[src/rtl/logic_out_filter.sv]
// logic_out_filter: synchronizes and debounces a glitchy async level, emitting edge pulses and event counts
module logic_out_filter #(
   parameter int SYNC_STAGES = 2,
   parameter int FILT_CYCLES = 4,
   parameter int CNT_W       = 8
) (
   input  logic             clk,
   input  logic             rst,
   input  logic             y_in,
   input  logic             cnt_clr,
   output logic             y_filt,
   output logic             rise_pulse,
   output logic             fall_pulse,
   output logic [CNT_W-1:0] rise_count,
   output logic [CNT_W-1:0] fall_count,
   output logic [CNT_W-1:0] glitch_count
);
   localparam int CW = $clog2(FILT_CYCLES + 1);
   localparam logic [CW-1:0] FILT_N = CW'(FILT_CYCLES);

   typedef enum logic [1:0] {LOW, CONF_H, HIGH, CONF_L} state_t;

   logic [SYNC_STAGES-1:0] sync_q;
   logic                   y_sync;
   state_t                 state, state_nx;
   logic [CW-1:0]          ccnt, ccnt_nx, ccnt_inc;
   logic                   rise_ev, fall_ev, glitch_ev;

   assign y_sync = sync_q[SYNC_STAGES-1];

   // Saturating counter step; a clear coinciding with an event keeps that event.
   function automatic logic [CNT_W-1:0] cnt_step(input logic [CNT_W-1:0] c, input logic ev, input logic clr);
      return clr ? (ev ? CNT_W'(1) : '0) : (ev && c != '1) ? c + CNT_W'(1) : c;
   endfunction

   // Shift the raw input through the synchronizer chain.
   always_ff @(posedge clk) begin
      if (rst) sync_q <= '0;
      else     sync_q <= {sync_q[SYNC_STAGES-2:0], y_in};
   end

   // State and confirm-counter registers.
   always_ff @(posedge clk) begin
      if (rst) begin
         state <= LOW;
         ccnt  <= '0;
      end else begin
         state <= state_nx;
         ccnt  <= ccnt_nx;
      end
   end

   // Debounce decisions: confirm a new level for FILT_CYCLES samples, abort on any reversal.
   always_comb begin
      state_nx  = state;
      ccnt_nx   = ccnt;
      rise_ev   = 1'b0;
      fall_ev   = 1'b0;
      glitch_ev = 1'b0;
      ccnt_inc  = ccnt + CW'(1);
      case (state)
         LOW: if (y_sync) begin
            if (FILT_CYCLES == 1) begin
               state_nx = HIGH;
               rise_ev  = 1'b1;
               ccnt_nx  = '0;
            end else begin
               state_nx = CONF_H;
               ccnt_nx  = CW'(1);
            end
         end
         CONF_H: if (!y_sync) begin
            state_nx  = LOW;
            ccnt_nx   = '0;
            glitch_ev = 1'b1;
         end else if (ccnt_inc == FILT_N) begin
            state_nx = HIGH;
            ccnt_nx  = '0;
            rise_ev  = 1'b1;
         end else begin
            ccnt_nx = ccnt_inc;
         end
         HIGH: if (!y_sync) begin
            if (FILT_CYCLES == 1) begin
               state_nx = LOW;
               fall_ev  = 1'b1;
               ccnt_nx  = '0;
            end else begin
               state_nx = CONF_L;
               ccnt_nx  = CW'(1);
            end
         end
         CONF_L: if (y_sync) begin
            state_nx  = HIGH;
            ccnt_nx   = '0;
            glitch_ev = 1'b1;
         end else if (ccnt_inc == FILT_N) begin
            state_nx = LOW;
            ccnt_nx  = '0;
            fall_ev  = 1'b1;
         end else begin
            ccnt_nx = ccnt_inc;
         end
         default: begin
            state_nx = LOW;
            ccnt_nx  = '0;
         end
      endcase
   end

   // Register the filtered level, edge pulses and event counters.
   always_ff @(posedge clk) begin
      if (rst) begin
         y_filt       <= 1'b0;
         rise_pulse   <= 1'b0;
         fall_pulse   <= 1'b0;
         rise_count   <= '0;
         fall_count   <= '0;
         glitch_count <= '0;
      end else begin
         y_filt       <= rise_ev ? 1'b1 : fall_ev ? 1'b0 : y_filt;
         rise_pulse   <= rise_ev;
         fall_pulse   <= fall_ev;
         rise_count   <= cnt_step(rise_count, rise_ev, cnt_clr);
         fall_count   <= cnt_step(fall_count, fall_ev, cnt_clr);
         glitch_count <= cnt_step(glitch_count, glitch_ev, cnt_clr);
      end
   end
endmodule

[config.mk]
export PLATFORM = sky130hd
export DESIGN_NAME = logic_out_filter
export DESIGN_NICKNAME = d
export VERILOG_FILES = /design/src/rtl/logic_out_filter.sv
export SDC_FILE = /design/constraint.sdc
export NUM_CORES = 1
export LEC_CHECK = 0
export CORE_ASPECT_RATIO = 0.75
export CORE_MARGIN = 2
export CORE_UTILIZATION = 51
export CTS_CLUSTER_DIAMETER = 60
export DETAILED_ROUTE_END_ITERATION = 8
export PLACE_DENSITY = 0.8
export SYNTH_ARGS = -nofsm -noshare
export SYNTH_HDL_FRONTEND = slang
export SYNTH_SLANG_ARGS = --single-unit
export TNS_END_PERCENT = 30
[constraint.sdc]
create_clock -name clk -period 2.3 [get_ports clk]
set_input_delay 0.46 -clock clk [delete_from_list [all_inputs] [get_ports clk]]
set_output_delay 0.46 -clock clk [all_outputs]
set_load 0.01 [all_outputs]
### Word-level counts from Yosys, hierarchy flattened

Index checks and enable logic that the tools add are counted.

| word-level totals | value |
|---|---|
| bits of input ports | 4 |
| register bits | 34 |

| cells by class | value |
|---|---|
| multiplexer cells | 32 |
| $add $sub $neg | 4 |
| eq/ne operators | 11 |
| reductions and logical operators | 10 |

Operator list:

| kind | number |
|---|---|
| $mux W8 | 6 |
| $add A8 B1 Y8 const B | 3 |
| $ne A8 B8 Y1 const B | 3 |
| $mux W3 | 5 |
| $mux W1 | 12 |
| $mux W2 | 6 |
| $pmux W3 S4 | 1 |
| $pmux W2 S4 | 1 |
| $reduce_bool A2 Y1 | 4 |
| $ne A3 B3 Y1 const B | 2 |
| $eq A2 B2 Y1 const B | 2 |
| $ne A2 B2 Y1 const B | 2 |
| $reduce_and A4 Y1 | 1 |
| $add A3 B1 Y3 const B | 1 |
| $eq A3 B3 Y1 const B | 1 |
| $logic_and A1 B1 Y1 | 3 |
| $eq A2 B1 Y1 const B | 1 |
| $logic_not A2 Y1 | 1 |
| $pmux W1 S2 | 1 |
| $reduce_and A2 Y1 | 1 |

### Longest topological paths before layout

Gate-level depths: netlist (run 1).

| logic depth | value |
|---|---|
| depth in word-level cells | 8 |
| mapped depth | 7 |
| depth with buffers taken out | 6 |

### Least setup slack after synthesis (run 1)

No wires, ideal clock.

| timing | value |
|---|---|
| path type | register -> register |
| start point | register ccnt[0] |
| end point | register rise_count[5] |
| stages on the path, launching flop included | 8 |
| clock period less this slack | 1.602 ns |
| data required time | 2.229 ns |
| arrival time | 1.531 ns |
| slack | 0.698 ns |
| library setup time | 0.071 ns |
| path through | dfxtp_1 -> ha_1 -> ha_1 -> and4b_1 -> buf_4 -> o211ai_4 -> or3_1 -> a21oi_1 |

| between the ends | value |
|---|---|
| word-level cells in the longest chain between the ends | 7 |

Ends and longest elaborated chain:

| item | RTL line | text |
|---|---|---|
| start: declaration | 26 | `logic [CW-1:0] ccnt, ccnt_nx, ccnt_inc;` |
| start signal: assignment | 49 | `ccnt <= ccnt_nx;` |
| $add A3 B1 Y3 | 60 | `ccnt_inc = ccnt + CW'(1);` |
| $eq A3 B3 Y1 | 76 | `end else if (ccnt_inc == FILT_N) begin` |
| $mux W1 | 76 |  |
| $mux W1 | 72 | `CONF_H: if (!y_sync) begin` |
| $mux W1 | 61 | `case (state)` |
| $logic_and A1 B1 Y1 | 33 | `return clr ? (ev ? CNT_W'(1) : '0) : (ev && c != '1) ? c + CNT_W'(1) : c;` |
| $reduce_bool A2 Y1 (no source line) | - |  |
| end signal: assignment | 124 | `rise_count <= cnt_step(rise_count, rise_ev, cnt_clr);` |
| end: declaration | 14 | `output logic [CNT_W-1:0] rise_count,` |

No other way between the ends.
A chain may end at the register's enable or synchronous reset.

### Final worst setup path (run 1)

Same ends and word-level chain as after synthesis.

==> results.toml, run 1 <==
[status]
status = "completed"

[worst_setup_path]
arrival_ps = 2130
critPathTopFamily = "simple AND/OR/NAND/NOR gates"
crit_slowest_cell = "and4b_1"
reg2reg_slack_ps = 400
path_buf_inv = 0
crit_start = "ccnt[0]"
path_max_fanout = 9
worstPathCellList = "ha_1 > ha_1 > and4b_1 > o211ai_4 > or3_1 > a21oi_1"
cp-end-kind = "flip-flop"
worst_path_largest_cell_delay_ps = 430
ff2ff_path_depth = 6
rr_startpoint = "ccnt[0]"
rr_endpoint = "rise_count[5]"
cpMostUsedCell = "ha_1"
crit_path_start_kind = "flip-flop"
critPathKind = "flip-flop to flip-flop"
cp_data_required_time_ps = 2540

[clocking]
h-tree-depth = 2
path_clk_slew_ps = 70
cts_tree = "yes"
clkSinkCount = 34
clockBufferDepth = 2
root_buffer = "clkbuf_8"
post_cts_buffers = 0
cts_made_buffers = 5
clkLatencyLatePin_ps = 300
postCtsHoldBufs = 0
cts-resized-gates = 0

[min_path]
whs_endpoint = "ccnt[1]"
hp-start = "ccnt[1]"
min_path_type = "flip-flop to flip-flop"
hold_depth = 2

[detailed_routing]
wl_per_cell_um = 14.3
vias_per_cell = 5.66
drt_iter0_markers = 93
dr.pass1.iters = 5
vias = 1450
route.detailed.drc = 0
detail-route-antenna-nets = 0
wl_um = 3670

[synthesis]
synthFlopType = "dfxtp_1"
synth_top_area_share_pct = 42.1
yosysTopAreaCell = "dfxtp_1"
seq_area_frac_synth_pct = 42.1
synth_most_common_cell = "dfxtp_1"
ys_ff_latch = 34
syn_inst = 183
synth_edf_count = 0
synth_cell_types = 36
ys_warn_count = 0
async_reset_ff_share_pct = 0
syn_nets = 194
synth_common_cells = "34 x dfxtp_1, 17 x nor2_1, 16 x a21oi_1, 16 x nand2_1, 10 x nand3_1"
synth_area_leaders = "dfxtp_1 42%, ha_1 5.4%, a21oi_1 4.9%, nor2_1 3.9%, xor2_1 3.8%"
syn-cell-area_um2 = 1620
avgSynthCellArea_um2 = 8.84

[grt]
grt_pass1_wl_um = 6380
grt_max_degree = 19
track_usage_pct = 23.0
grt-ovfl-total = 0
antenna_found_initial = 0
grt_pass1_vias = 1372

[layout]
diodes = 0
nFillCells = 242
drive_gt1_share_pct = 7.80
syn_to_final_growth_pct = 27.9
ff_latch_area_um2 = 681
layout.nets = 228
fin_area_um2 = 2070
multi_input_area_um2 = 887

[floorplan]
rows = 17
die_h_um = 52.8
dieArea_um2 = 3640
die_x_um = 69.0
core_region_area_um2 = 2980
ios = 31
start_util_pct = 54.3

[sta]
tns_ps = 0
finClkSkew_ps = 6.34
slew_headroom_pct = 65.5
max_clock_freq_mhz = 527
whs_ps = 482
drv_slew = 0
worstMarginPinSlew_ps = 516
final-setup-viol-count = 0
grt_setup_unrepaired = "no"
final.min_clock_period_ps = 1900
period_share_pct = 82.4
setup_ws_ps = 404
hold_viol = 0

[run]
cap_viol_max_count = 0

[place]
dp_slack_ps = 421
hpwl_um = 2620
place_area_um2 = 1960
port_buffers = 30
routabilityCongestion = 0.800

[pwr]
ir_drop_mv = 0.569
p_total_mw = 1.18
p_leak_nw = 0.701
power_density_nw_per_um2 = 572
## where the power goes
group / internal [mW] / total [mW] / switching [mW] / leakage [nW]
Combinational: 0.0162 / 0.0402 / 0.0240 / 0.368
Clock: 0.319 / 0.547 / 0.228 / 0.0579
Sequential: 0.592 / 0.596 / 0.00367 / 0.274
Total: 0.927 / 1.18 / 0.256 / 0.701
## stage by stage
stage,util (%),std cells
after floorplan,-,183
after global placement,65.8,248
after detailed placement,65.8,248
after CTS,69.5,256
after global routing,69.5,256
final,69.5,256
## flip-flops by register name, summed over array words and instances (netlist names), named ones only
register      flops
rise_pulse        1
fall_pulse        1
y_filt            1
sync_q            2
rise_count        8
ccnt              3
fall_count        8
state             1
glitch_count      8
## worst max-delay path by stage
stage	end	slack [ps]	cells after the start
6_report	rise_count[5]	400	6
5_1_grt	rise_count[5]	260	6
4_1_cts	rise_count[5]	410	6
3_5_place_dp	rise_count[5]	420	6
3_3_place_gp	glitch_count[6]	530	3
2_1_floorplan	rise_count[5]	700	7
## layer usage
layer	track usage [%]	routed length, um	vias to the layer above
li1	-	-	726
met1	29.1	1810	672
met2	36.2	1600	44
met3	8.65	196	8
met4	8.17	69	0
met5	0	0	-
## layout by cell type (no fill, tap or decap), drive strengths merged
cell / Yosys / routed
dfxtp: 34 / 34
clkdlybuf4s50: 0 / 30
nor2: 17 / 17
nand2: 16 / 16
a21oi: 16 / 16
nand3: 10 / 10
o21ai: 9 / 9
or3: 7 / 7
xor2: 7 / 7
ha: 7 / 7
inv: 6 / 6
a31oi: 5 / 5
clkbuf: 4 / 5
o211ai: 5 / 5
nor3: 4 / 4
mux2i: 4 / 4
nand2b: 4 / 4
nor2b: 4 / 4
nand4: 4 / 4
o311ai: 3 / 3
buf: 2 / 3
and3: 2 / 2
a211oi: 2 / 2
clkinv: 0 / 2
and4b: 2 / 2
or2: 1 / 1
o31ai: 1 / 1
nand4b: 1 / 1
or4: 1 / 1
xnor2: 1 / 1
o41ai: 1 / 1
nor4: 1 / 1
o2111ai: 1 / 1
nand4bb: 1 / 1
bufinv: 0 / 1
## cells by family (layout without fill, tap and decap cells)
family	count (synthesis)	in the layout	share of synthesized area, %
AO/OA/AOI/OAI	43	43	17.8
flip-flops	34	34	42.1
adder cells (fa/ha/maj)	7	7	5.41
multiplexers	4	4	2.47
AND/OR/NAND/NOR	75	75	24.8
XOR/XNOR	8	8	4.33
buffers and inverters	12	47	3.09
## tightest hold or removal path, cell delays in order (launching register included)
cell	delay, ps
dfxtp_1	320
nand2_1	60
a21oi_1	50
## cell type report
| class | instances | share of cell area (%) |
|---|---|---|
| clock buffer | 5 | 3.33 |
| clock inverter | 3 | 1.93 |
| inverter | 6 | 1.09 |
| multi-input combinational | 137 | 42.9 |
| sequential | 34 | 32.9 |
| tap | 38 | 2.30 |
| timing repair buffer | 33 | 15.6 |
Power figures use the tool's default switching activity.
==> inputs of run 2 (changes only) <==
- clock period: 2.3 -> 1.75 ns (I/O delays scaled with it)
==> run 2 against run 1 <==
Worst setup slack lost 350 ps. Power increased by 34%. Count of clock-buffer cells in the layout up 1. Highest routed layer unchanged.
==> results.toml, run 2 (synthesized netlist as in run 1, its figures left out) <==
[place]
routabilityCongestion = 0.898
place_area_um2 = 2020
placedCellCount = 256
port_buffers = 30
hpwl_um = 2800

[worst_setup_path]
path_buf_inv = 1
cp-end-kind = "output pin"
critPathKind = "flip-flop to output pin"
arrival_ps = 1350
ff2ff_path_depth = 6
cp_data_required_time_ps = 1400
crit_path_start_kind = "flip-flop"
worst_path_largest_cell_delay_ps = 600
cp.depth = 1
critPathTopFamily = "buffers and inverters"
crit_slowest_cell = "clkdlybuf4s50_1"
path_max_fanout = 6
worstPathCellList = "clkdlybuf4s50_1"

[detailed_routing]
vias = 1538
vias_per_cell = 5.80
detail-route-antenna-nets = 0
wl_per_cell_um = 15.2
route.detailed.drc = 0
drt_iter0_markers = 77
dr.pass1.iters = 5
wl_um = 4030

[layout]
stdcell_count = 265
layout.nets = 238
syn_to_final_growth_pct = 34.3
mostFrequentLayoutCells = "32 x dfxtp_1, 30 x clkdlybuf4s50_1, 17 x nor2_1"
fin_area_um2 = 2170
reg_top3 = "fall_count: 8 flops, glitch_count: 8 flops, rise_count: 8 flops"
final_core_util_pct = 73.0
diodes = 0
nFillCells = 217
mostFrequentLayoutCell = "dfxtp_1"
drive_gt1_share_pct = 14.5

[floorplan]
die_h_um = 52.8
dieArea_um2 = 3640
die_x_um = 69.0
ios = 31
rows = 17
start_util_pct = 54.3
core_region_area_um2 = 2980

[sta]
final.min_clock_period_ps = 1700
drv_slew = 0
period_share_pct = 96.9
hold_viol = 0
slew_headroom_pct = 61.4
final-setup-viol-count = 0
worstMarginPinSlew_ps = 577
max_clock_freq_mhz = 590
finClkSkew_ps = 6.94

[grt]
grt_pass1_wl_um = 6540
grtUsageMet2_pct = 39.4
grt_max_degree = 14
grt-ovfl-total = 0
busiest_layer = "met2"
antenna_found_initial = 0
grtUsageMet3_pct = 6.54
met1_usage_pct = 28.5
track_usage_pct = 23.5
grt_pass1_vias = 1441

[clocking]
path_clk_slew_ps = 70
h-tree-depth = 2
postCtsHoldBufs = 0
clkSinkCount = 34
clockBufferDepth = 2
clkLatencyLatePin_ps = 290
root_buffer = "clkbuf_8"
cts_made_buffers = 5
cts_tree = "yes"

[status]
status = "completed"

[pwr]
power_density_nw_per_um2 = 728
p_leak_nw = 0.746
ir_drop_mv = 0.578
p_total_mw = 1.58

[min_path]
hold_depth = 1
min_path_type = "flip-flop to flip-flop"

[run]
cap_viol_max_count = 0
-- run 2: cell types whose count changed in the layout (fill, tap and decap cells not counted), moves of 2 or more --
cell / before / now
dfxtp_2: 0 / 2
clkinv_2: 2 / 0
dfxtp_1: 34 / 32
ha_2: 0 / 2
ha_1: 7 / 5
a21oi_2: 0 / 2
buf_4: 3 / 13
a21oi_1: 16 / 14
-- run 2: cell type report --
cell class | count | area, um2 | share of cell area, %
clock buffer | 6 | 82.6 | 3.80
tap | 38 | 47.5 | 2.19
multi-input combinational | 137 | 910 | 41.9
inverter | 6 | 22.5 | 1.04
clock inverter | 1 | 30.0 | 1.38
timing repair buffer | 43 | 398 | 18.3
sequential | 34 | 683 | 31.4
-- run 2: routing by layer --
| layer | vias up | routed length, um |
|---|---|---|
| met5 | - | 0 |
| li1 | 751 | - |
| met2 | 59 | 1880 |
| met3 | 13 | 252 |
| met1 | 715 | 1820 |
| met4 | 0 | 76 |
-- run 2: final timing paths --
| kind | from | slack (ps) | to |
|---|---|---|---|
| worst max-delay path | fall_count[4] | 50 | fall_count[4] |
| worst min-delay path | ccnt[0] | 460 | ccnt[0] |
| worst max register to register | ccnt[1] | 70 | fall_count[5] |
| worst min register to register | ccnt[0] | 460 | ccnt[0] |
-- run 2: report_power, final --
part	total (mW)	switching, mW	internal [mW]
combinational	0.0596	0.0337	0.0259
clock	0.739	0.283	0.455
sequential	0.784	0.00538	0.779
total	1.58	0.323	1.26
-- run 2: repair_timing --
item	4_1_cts	5_1_grt
buffers inserted	0	2
setup endpoints to repair	0	12
gates resized for setup	0	9
-- run 2: per-stage QoR --
| step | setup TNS, ps | setup slack [ps] | hold WS [ps] |
|---|---|---|---|
| floorplan | 0 | 148 | 414 |
| global placement | 0 | 98.0 | 450 |
| detailed placement | 0 | 20.1 | 466 |
| CTS | 0 | 9.56 | 484 |
| global route | -18.3 | -18.3 | 486 |
| finish | 0 | 54.8 | 456 |
